<file path="src/rtl/vga_sync_gen_pkg.sv">
// Shared raster timing defaults (640x480@60) and the registered output bundle
// used by the sync generator, renderers and benches.
package vga_sync_gen_pkg;

   localparam int H_VISIBLE_DEF = 640;
   localparam int H_FRONT_DEF   = 16;
   localparam int H_SYNC_DEF    = 96;
   localparam int H_BACK_DEF    = 48;
   localparam int V_VISIBLE_DEF = 480;
   localparam int V_FRONT_DEF   = 10;
   localparam int V_SYNC_DEF    = 2;
   localparam int V_BACK_DEF    = 33;

   localparam int H_TOTAL_DEF = H_VISIBLE_DEF + H_FRONT_DEF + H_SYNC_DEF + H_BACK_DEF;
   localparam int V_TOTAL_DEF = V_VISIBLE_DEF + V_FRONT_DEF + V_SYNC_DEF + V_BACK_DEF;

   localparam int POS_W   = 10;
   localparam int POS_MAX = 1 << POS_W;

   typedef struct packed {
      logic [POS_W-1:0] hpos;
      logic [POS_W-1:0] vpos;
      logic             visible;
      logic             hsync;
      logic             vsync;
      logic             line_start;
      logic             frame_start;
   } raster_t;

   // Half-open window test [lo, hi).
   function automatic logic in_window(input int pos, input int lo, input int hi);
      return (pos >= lo) && (pos < hi);
   endfunction

endpackage

</file>
<file path="src/rtl/vga_axis_counter.sv">
// Wrapping position counter for one raster axis; wrap flags the terminal count.
module vga_axis_counter #(
   parameter int TOTAL = 800,
   parameter int W     = 10
) (
   input  logic         i_clk,
   input  logic         i_rst_n,
   input  logic         en,
   output logic [W-1:0] count,
   output logic         wrap
);

   localparam logic [W-1:0] LAST = W'(TOTAL - 1);

   // >= rather than == so a corrupted count above LAST folds back to 0.
   assign wrap = (count >= LAST);

   always_ff @(posedge i_clk or negedge i_rst_n) begin
      if (!i_rst_n)
         count <= '0;
      else if (en)
         count <= wrap ? '0 : count + 1'b1;
   end

endmodule

</file>
<file path="src/rtl/vga_sync_gen.sv">
// Raster timing generator: pixel/line counters, window decode and a registered
// output bank so position, visible and sync leave the block with zero skew.
module vga_sync_gen
   import vga_sync_gen_pkg::*;
#(
   parameter int H_VISIBLE = H_VISIBLE_DEF,
   parameter int H_FRONT   = H_FRONT_DEF,
   parameter int H_SYNC    = H_SYNC_DEF,
   parameter int H_BACK    = H_BACK_DEF,
   parameter int V_VISIBLE = V_VISIBLE_DEF,
   parameter int V_FRONT   = V_FRONT_DEF,
   parameter int V_SYNC    = V_SYNC_DEF,
   parameter int V_BACK    = V_BACK_DEF,
   parameter int SYNC_POL  = 0
) (
   input  logic             i_clk,
   input  logic             i_rst_n,
   input  logic             i_en,
   output logic [POS_W-1:0] o_hpos,
   output logic [POS_W-1:0] o_vpos,
   output logic             o_visible,
   output logic             o_hsync,
   output logic             o_vsync,
   output logic             o_line_start,
   output logic             o_frame_start
);

   localparam int H_TOTAL      = H_VISIBLE + H_FRONT + H_SYNC + H_BACK;
   localparam int V_TOTAL      = V_VISIBLE + V_FRONT + V_SYNC + V_BACK;
   localparam int H_SYNC_START = H_VISIBLE + H_FRONT;
   localparam int H_SYNC_END   = H_SYNC_START + H_SYNC;
   localparam int V_SYNC_START = V_VISIBLE + V_FRONT;
   localparam int V_SYNC_END   = V_SYNC_START + V_SYNC;
   localparam logic SYNC_ON    = (SYNC_POL != 0);

   generate
      if (H_TOTAL > POS_MAX || V_TOTAL > POS_MAX) begin : g_bad_totals
         $error("vga_sync_gen: H_TOTAL/V_TOTAL exceed 10-bit counter range");
      end
   endgenerate

   logic [POS_W-1:0] h_count;
   logic [POS_W-1:0] v_count;
   logic             h_wrap;
   logic             v_wrap;
   logic             v_en;

   assign v_en = i_en & h_wrap;

   vga_axis_counter #(.TOTAL(H_TOTAL), .W(POS_W)) u_h_counter (
      .i_clk   (i_clk),
      .i_rst_n (i_rst_n),
      .en      (i_en),
      .count   (h_count),
      .wrap    (h_wrap)
   );

   vga_axis_counter #(.TOTAL(V_TOTAL), .W(POS_W)) u_v_counter (
      .i_clk   (i_clk),
      .i_rst_n (i_rst_n),
      .en      (v_en),
      .count   (v_count),
      .wrap    (v_wrap)
   );

   raster_t decode;
   raster_t q;

   always_comb begin
      decode             = '0;
      decode.hpos        = h_count;
      decode.vpos        = v_count;
      decode.visible     = in_window(int'(h_count), 0, H_VISIBLE) &&
                           in_window(int'(v_count), 0, V_VISIBLE);
      decode.hsync       = in_window(int'(h_count), H_SYNC_START, H_SYNC_END) ? SYNC_ON : ~SYNC_ON;
      decode.vsync       = in_window(int'(v_count), V_SYNC_START, V_SYNC_END) ? SYNC_ON : ~SYNC_ON;
      decode.line_start  = (h_count == '0);
      decode.frame_start = (h_count == '0) && (v_count == '0);
   end

   // Strobes drop on any clock without an enabled edge, so they never stretch.
   always_ff @(posedge i_clk or negedge i_rst_n) begin
      if (!i_rst_n) begin
         q       <= '0;
         q.hsync <= ~SYNC_ON;
         q.vsync <= ~SYNC_ON;
      end else if (i_en) begin
         q <= decode;
      end else begin
         q.line_start  <= 1'b0;
         q.frame_start <= 1'b0;
      end
   end

   assign o_hpos        = q.hpos;
   assign o_vpos        = q.vpos;
   assign o_visible     = q.visible;
   assign o_hsync       = q.hsync;
   assign o_vsync       = q.vsync;
   assign o_line_start  = q.line_start;
   assign o_frame_start = q.frame_start;

   logic unused_v_wrap;
   assign unused_v_wrap = v_wrap;

endmodule

</file>
<file path="config.mk">
export PLATFORM = sky130hd
export DESIGN_NAME = vga_sync_gen
export DESIGN_NICKNAME = d
export VERILOG_FILES = /design/src/rtl/vga_sync_gen_pkg.sv /design/src/rtl/vga_axis_counter.sv /design/src/rtl/vga_sync_gen.sv
export SDC_FILE = /design/constraint.sdc
export NUM_CORES = 1
export LEC_CHECK = 0
export BUFFER_PORTS_ARGS = -buffer_cell sky130_fd_sc_hd__buf_4
export CORE_ASPECT_RATIO = 0.7
export CORE_MARGIN = 1
export CORE_UTILIZATION = 61
export CTS_BUF_LIST = sky130_fd_sc_hd__clkbuf_16
export DETAILED_ROUTE_END_ITERATION = 8
export PLACE_DENSITY_LB_ADDON = 0.05
export REMOVE_ABC_BUFFERS = 1
export SYNTH_ARGS = -nofsm -noshare
export SYNTH_HDL_FRONTEND = slang
export SYNTH_SLANG_ARGS = --single-unit
</file>
<file path="constraint.sdc">
create_clock -name i_clk -period 3.5 [get_ports i_clk]
set_input_delay 0.175 -clock i_clk [delete_from_list [all_inputs] [get_ports i_clk]]
set_output_delay 0.175 -clock i_clk [all_outputs]
set_load 0.005 [all_outputs]
</file>
# After elaboration in Yosys (flattened, before gate mapping)
# Cells that the tools add are included.
dict set report totals {
  regBits 45
  latch_bits 0
  mem_bits_rw 0
  mem_bits_ro 0
  inputBits 3
  output_inout_bits 25
  memories 0
}
dict set report op_classes {
  addsub 2
  mul 0
  div_mod_pow 0
  magnitude_cmp 8
  n_eq_ne 0
  shifts 0
  mux 5
  n_bitwise 1
  n_reduce_logical 6
}
# operator n
set ops {}
lappend ops {{greater-or-equal comparator 10 bit, second input constant} 3}
lappend ops {{adder 10 x 1 -> 10 bit, second input constant} 2}
lappend ops {{zero test 10 bit} 2}
lappend ops {{< comparator 10 bit, second input constant} 2}
lappend ops {{< comparator 10 x 9 -> 1 bit, second input constant} 2}
lappend ops {{two-way mux 10 bit} 2}
lappend ops {{greater-or-equal comparator 10 x 9 -> 1 bit, second input constant} 1}
lappend ops {{logical AND 1 bit} 4}
lappend ops {{two-way mux 1 bit} 2}
lappend ops {{two-way mux 2 bit} 1}
lappend ops {{bitwise AND 1 bit} 1}

# Logic depth before layout (Yosys ltp)
dict set report logic_depth {
  ltp_word 3
  depth_mapped 5
}

# Hierarchy
# Synthesis repeated with hierarchy kept, for this count alone.
dict set report hier_totals {
  cells_unflattened 177
  area_unflattened_um2 2124.5
}
# module n_inst cells_each area_per_inst_um2
set by_module_without_submodules {}
lappend by_module_without_submodules {vga_sync_gen 1 70 1014.7}
lappend by_module_without_submodules {{vga_axis_counter (u_h_counter)} 1 53 560.5}
lappend by_module_without_submodules {{vga_axis_counter (u_v_counter)} 1 54 549.3}

# Worst setup path after synthesis
# Ideal clock, no wire load.
dict set report synth_path {
  kind {reg2reg}
  start {register u_h_counter.count[0]}
  end {register u_v_counter.count[8]}
  t_arrival_ns 1.423
  required_time_ns 3.379
  setup_slack_ns 1.956
  stages_incl_launch_ff 6
  path_buffers 0
  synth_period_minus_slack_ns 1.544
  cell_sequence {dfrtp_1 > ha_1 > nand4_2 > a21oi_2 > o21ai_1 > a22o_1}
}
dict set report synth_between {
  elab_chain_cells 2
}
# element line_no
set synth_lines {}
lappend synth_lines {{start: declaration} vga_axis_counter.sv:9} ;# output logic [W-1:0] count,
lappend synth_lines {{start signal: assignment} vga_axis_counter.sv:22} ;# count <= wrap ? '0 : count + 1'b1;
lappend synth_lines {{greater-or-equal comparator 10 bit} vga_axis_counter.sv:16} ;# assign wrap = (count >= LAST);
lappend synth_lines {{bitwise AND 1 bit} vga_sync_gen.sv:48} ;# assign v_en = i_en & h_wrap;
lappend synth_lines {{end signal: assignment} vga_axis_counter.sv:22}
lappend synth_lines {{end: declaration} vga_axis_counter.sv:9}
# No other way between the ends.
# A chain may end at the register's enable or synchronous reset.

# Worst setup path in the final report
dict set report layout_path {
  start {register u_h_counter.count[0]}
  end {register u_v_counter.count[2]}
}
# The elaborated chain is that of the path after synthesis.

==> run summary <==
In the synthesized netlist, the number of instances is 187. The number of cell rows is 17. In the routed design, unresolved DRC markers number 0. The depth of the worst register-to-register path is 5. Detailed routing inserted a total of ~1.6k vias.

The synthesized area is between 2000 and 2500 um^2. The critical path in this run is classified as reg2reg. The worst hold path terminates at u_h_counter.count[1]. The final period demand of the worst path came out at 1.86 ns. The delay of the slowest cell on the worst path is 0.44 ns. Global routing finished with a remaining overflow of 0.

The number of library cell types mapped by synthesis came out at 45. The area of the core came out at ~3200 um^2. The flow ran to the end, and the final reports show no timing, DRC or antenna violations. The worst register-to-register path ends at u_v_counter.count[2]. Global routing used 24.8% of the available tracks.

Of the total synthesized cell area, the portion taken by full adders, half adders and majority gates is 2.34%. The startpoint identified for the worst hold timing path is i_en. The worst clock skew came out at between 0.008 and 0.009 ns. The design draws 0.00143 W.

Yosys mapped a number of flops with a built-in enable equal to 0. The worst max-slew margin expressed relative to the limit came out at 64.1%. The count of H-tree levels built during CTS came out at 2. The largest delay contributor family on the critical path is compound AO/OA/AOI/OAI gates. The clock reaches the later pin of the worst-skew pair after approximately 0.28 ns.

IR analysis of the VDD net gives a maximum drop of 0.465 mV. The max-slew violation count is 0. The post-synthesis register bit count is 45. The full die area came out at roughly 3700 um^2. The total negative slack for setup checks came out at 0 ns.

The number of warning messages in the yosys log came out at 0. The via count of the first global-routing pass is 1468. The first-pass GRT wire length came out at 6.89 mm. The number of detailed-routing iterations run before antenna repair came out at 4. The diode insertion count for antenna repair came out at 0. The layout has 212 filler cells.

The worst setup path is launched from a register. The actual slew at the worst max-slew pin came out at 0.539 ns. The post-synthesis share of cell area spent on xor and xnor gates is 0.820%.

On the critical path, the stage with the largest delay is an instance of a21oi_2. The worst hold path depth is 2. The I/O pin count is 28. The share of async-settable or async-resettable flops after synthesis is 100%. The setup check on the worst reg-to-reg path leaves a slack of 1.64 ns.

Based on the critical path, the design can be clocked at up to approximately 540 MHz. In the routed layout, each cell is associated on average with a via count of 6.03. The startpoint identified for the worst register-to-register timing path is u_h_counter.count[0].

The post-synthesis to final-layout area growth is 19.0%. The clock buffer count from CTS came out at 5. The total half-perimeter wirelength after legalization and detailed placement came out at between 2 and 3 mm. The x dimension of the die is 72.7 um. The wire length per cell is ~16 um. The final count of negative-setup-slack endpoints came out at 0.

STA classifies the critical path endpoint as a register. In this run the remaining antenna-violating nets after routing total 0. The power density over the cells is 562 nW/um^2.

The leakage power total is 1.19 nW. The number of DRC violations after detailed-routing iteration 0 is 114. The initial antenna violation count is 0.

The path class of the lowest-slack min-delay path is in2reg. Counting every sink on the clock net gives 45. The portion of the clock cycle consumed by the worst path in the final layout is 53.1%. The required time of the critical path came out at approximately 3.7 ns.

The multiplexer share of the synthesized area came out at 10.5%. Among all flip-flop cells after synthesis, the most frequent one is dfrtp_1. The vertical die dimension is 51.5 um.

The fraction of the mapped netlist area in simple logic gates came out at between 10% and 20%. The final weighted congestion in routability-driven placement is 0.820. The synthesized netlist devotes 13.3% of its cell area to compound gates. Traced cell by cell, the critical path runs through ha_1, nand4_2, a21oi_2, o21ai_1, a22o_1. The cell sitting at the root of the clock tree is a clkbuf_16.

The final hold violation count came out at 0. TritonCTS built the clock tree. The average instance in the mapped netlist occupies 11.4 um^2. The detailed-route wire length came out at around 4.2 mm. After synthesis, the largest family of logic cells by area is simple AND/OR/NAND/NOR gates.

On the final layout, the worst hold slack is between 0.3 and 0.4 ns. The highest net fanout along the worst path came out at 10. The starting density of the core came out at about 66%. The number of cells upsized or downsized after cts came out at 0. The share of post-route cells with drive strength above 1 is 28.8%. The max-cap violation count is 0. The maximum buffer depth of the clock tree came out at 2. The sequential fraction of the synthesis area came out at a little over half. The post-CTS clock slew at the launch and capture registers of the worst setup and hold paths is 0.06 ns. The number of buffers and inverters on the critical path is 0. The number of I/O port buffers came out at 27. Setup repair after global routing left no endpoint under its margin.

The number of nets in the layout came out at ~220. Entering global routing, the biggest net connects 46 pins. Data on the critical path arrives at its endpoint at 2.02 ns.
what timing repair did:
action                    in CTS  in global routing
setup buffers                  0                  0
hold endpoints to repair      43                  0
hold buffers                   1                  0
layout by cell type (no fill, tap or decap), types with 2 or more instances in the layout:
cell and count:
or3_1 2, nand2b_1 2, a21oi_1 2, nor3_1 3
nand3_1 10, mux2_2 19, nand2_1 11, nor2_1 8
nor2b_1 4, buf_4 27, a41o_1 2, o311ai_1 3
ha_1 4, and3_1 6, a22o_1 6, inv_1 11
and4_1 2, dfstp_2 2, xnor2_1 2, o21ai_1 7
a21o_1 2, clkbuf_16 5, nor4_1 2, dfrtp_1 43
o21ai_0 5, and4b_1 2, o2bb2ai_1 2
report_power, final:
part / switching, W / internal, W / total, W
clock: 0.000183 / 0.000332 / 0.000515
sequential: 0.0000927 / 0.000587 / 0.000680
combinational: 0.000110 / 0.000125 / 0.000235
synthesized netlist by cell type (all sizes together) (2+ instances only):
library cell,n,area (um^2)
nand2,11,41.3
o21ai,12,60.1
xnor2,2,17.5
clkbuf,7,26.3
and4,2,17.5
ha,4,50.1
o21a,2,22.5
a21o,3,23.8
dfstp,2,52.6
nor2,9,50.1
or3,2,12.5
inv,10,37.5
o2bb2ai,2,17.5
a41o,2,20.0
dfrtp,43,1080
and3,6,37.5
o311ai,3,26.3
nor3,4,31.3
nand3,10,50.1
nand2b,2,12.5
and4b,2,20.0
nor2b,4,25.0
mux2,19,214
nor4,2,12.5
a21oi,3,18.8
a22o,6,52.6
routing by layer:
metal | vias to the layer above | part of all wire [%] | global-route usage, %
met5 | - | 0 | 0
met4 | 0 | 1.1 | 8.50
met3 | 7 | 6.1 | 5.43
met2 | 61 | 43 | 36.1
met1 | 776 | 49 | 37.0
li1 | 736 | - | -
layout make-up:
cell class                 count  area, um^2  area share [%]
timing repair buffer          28         213            8.37
tap                           47        58.8            2.31
inverter                      10        37.5            1.48
multi-input combinational    124         941            37.0
clock inverter                 3        38.8            1.53
clock buffer                   5         125            4.92
sequential                    45        1130            44.4
state kept, by name (all words and copies together), names as in the netlist:
register and flops:
o_hpos 10, o_frame_start 1, o_visible 1, u_h_counter.count 10, o_vpos 10, u_v_counter.count 10
o_hsync 1, o_line_start 1, o_vsync 1
metrics by stage:
step                      util (%)  instance area (um^2)  setup slack (ns)  cells
after global routing          78.6                  2540              1.52    262
final                         78.6                  2540              1.64    262
after floorplan                  -                  2110              1.96    179
after detailed placement      73.3                  2370              1.68    253
after global placement        73.3                  2370              1.81    253
after CTS                     78.6                  2540              1.66    262
worst max-delay path by stage:
stage	from	endpoint	slack [ns]	depth (start not counted)
global placement	u_h_counter.count[0]	u_v_counter.count[2]	1.81	5
finish	u_h_counter.count[0]	u_v_counter.count[2]	1.64	5
floorplan	u_h_counter.count[0]	u_v_counter.count[8]	1.96	5
CTS	u_h_counter.count[0]	u_v_counter.count[2]	1.66	5
detailed placement	u_h_counter.count[0]	u_v_counter.count[2]	1.68	5
global route	u_h_counter.count[0]	u_v_counter.count[8]	1.52	5
worst reg2reg max path: stages (launching register included):
cell,delay (ns)
dfrtp_1,0.42
ha_1,0.26
nand4_2,0.21
a21oi_2,0.44
o21ai_1,0.15
a22o_1,0.26
cells by family (layout without fill, tap and decap cells):
group | after synthesis | after routing
DFF | 45 | 45
buffers and inverters | 18 | 46
AOI/OAI and AO/OA | 38 | 38
xor gates and xnor gates | 2 | 2
adders and majority gates | 4 | 4
and+or+nand+nor | 60 | 60
muxes | 20 | 20
(Power assumes the default switching activity.)
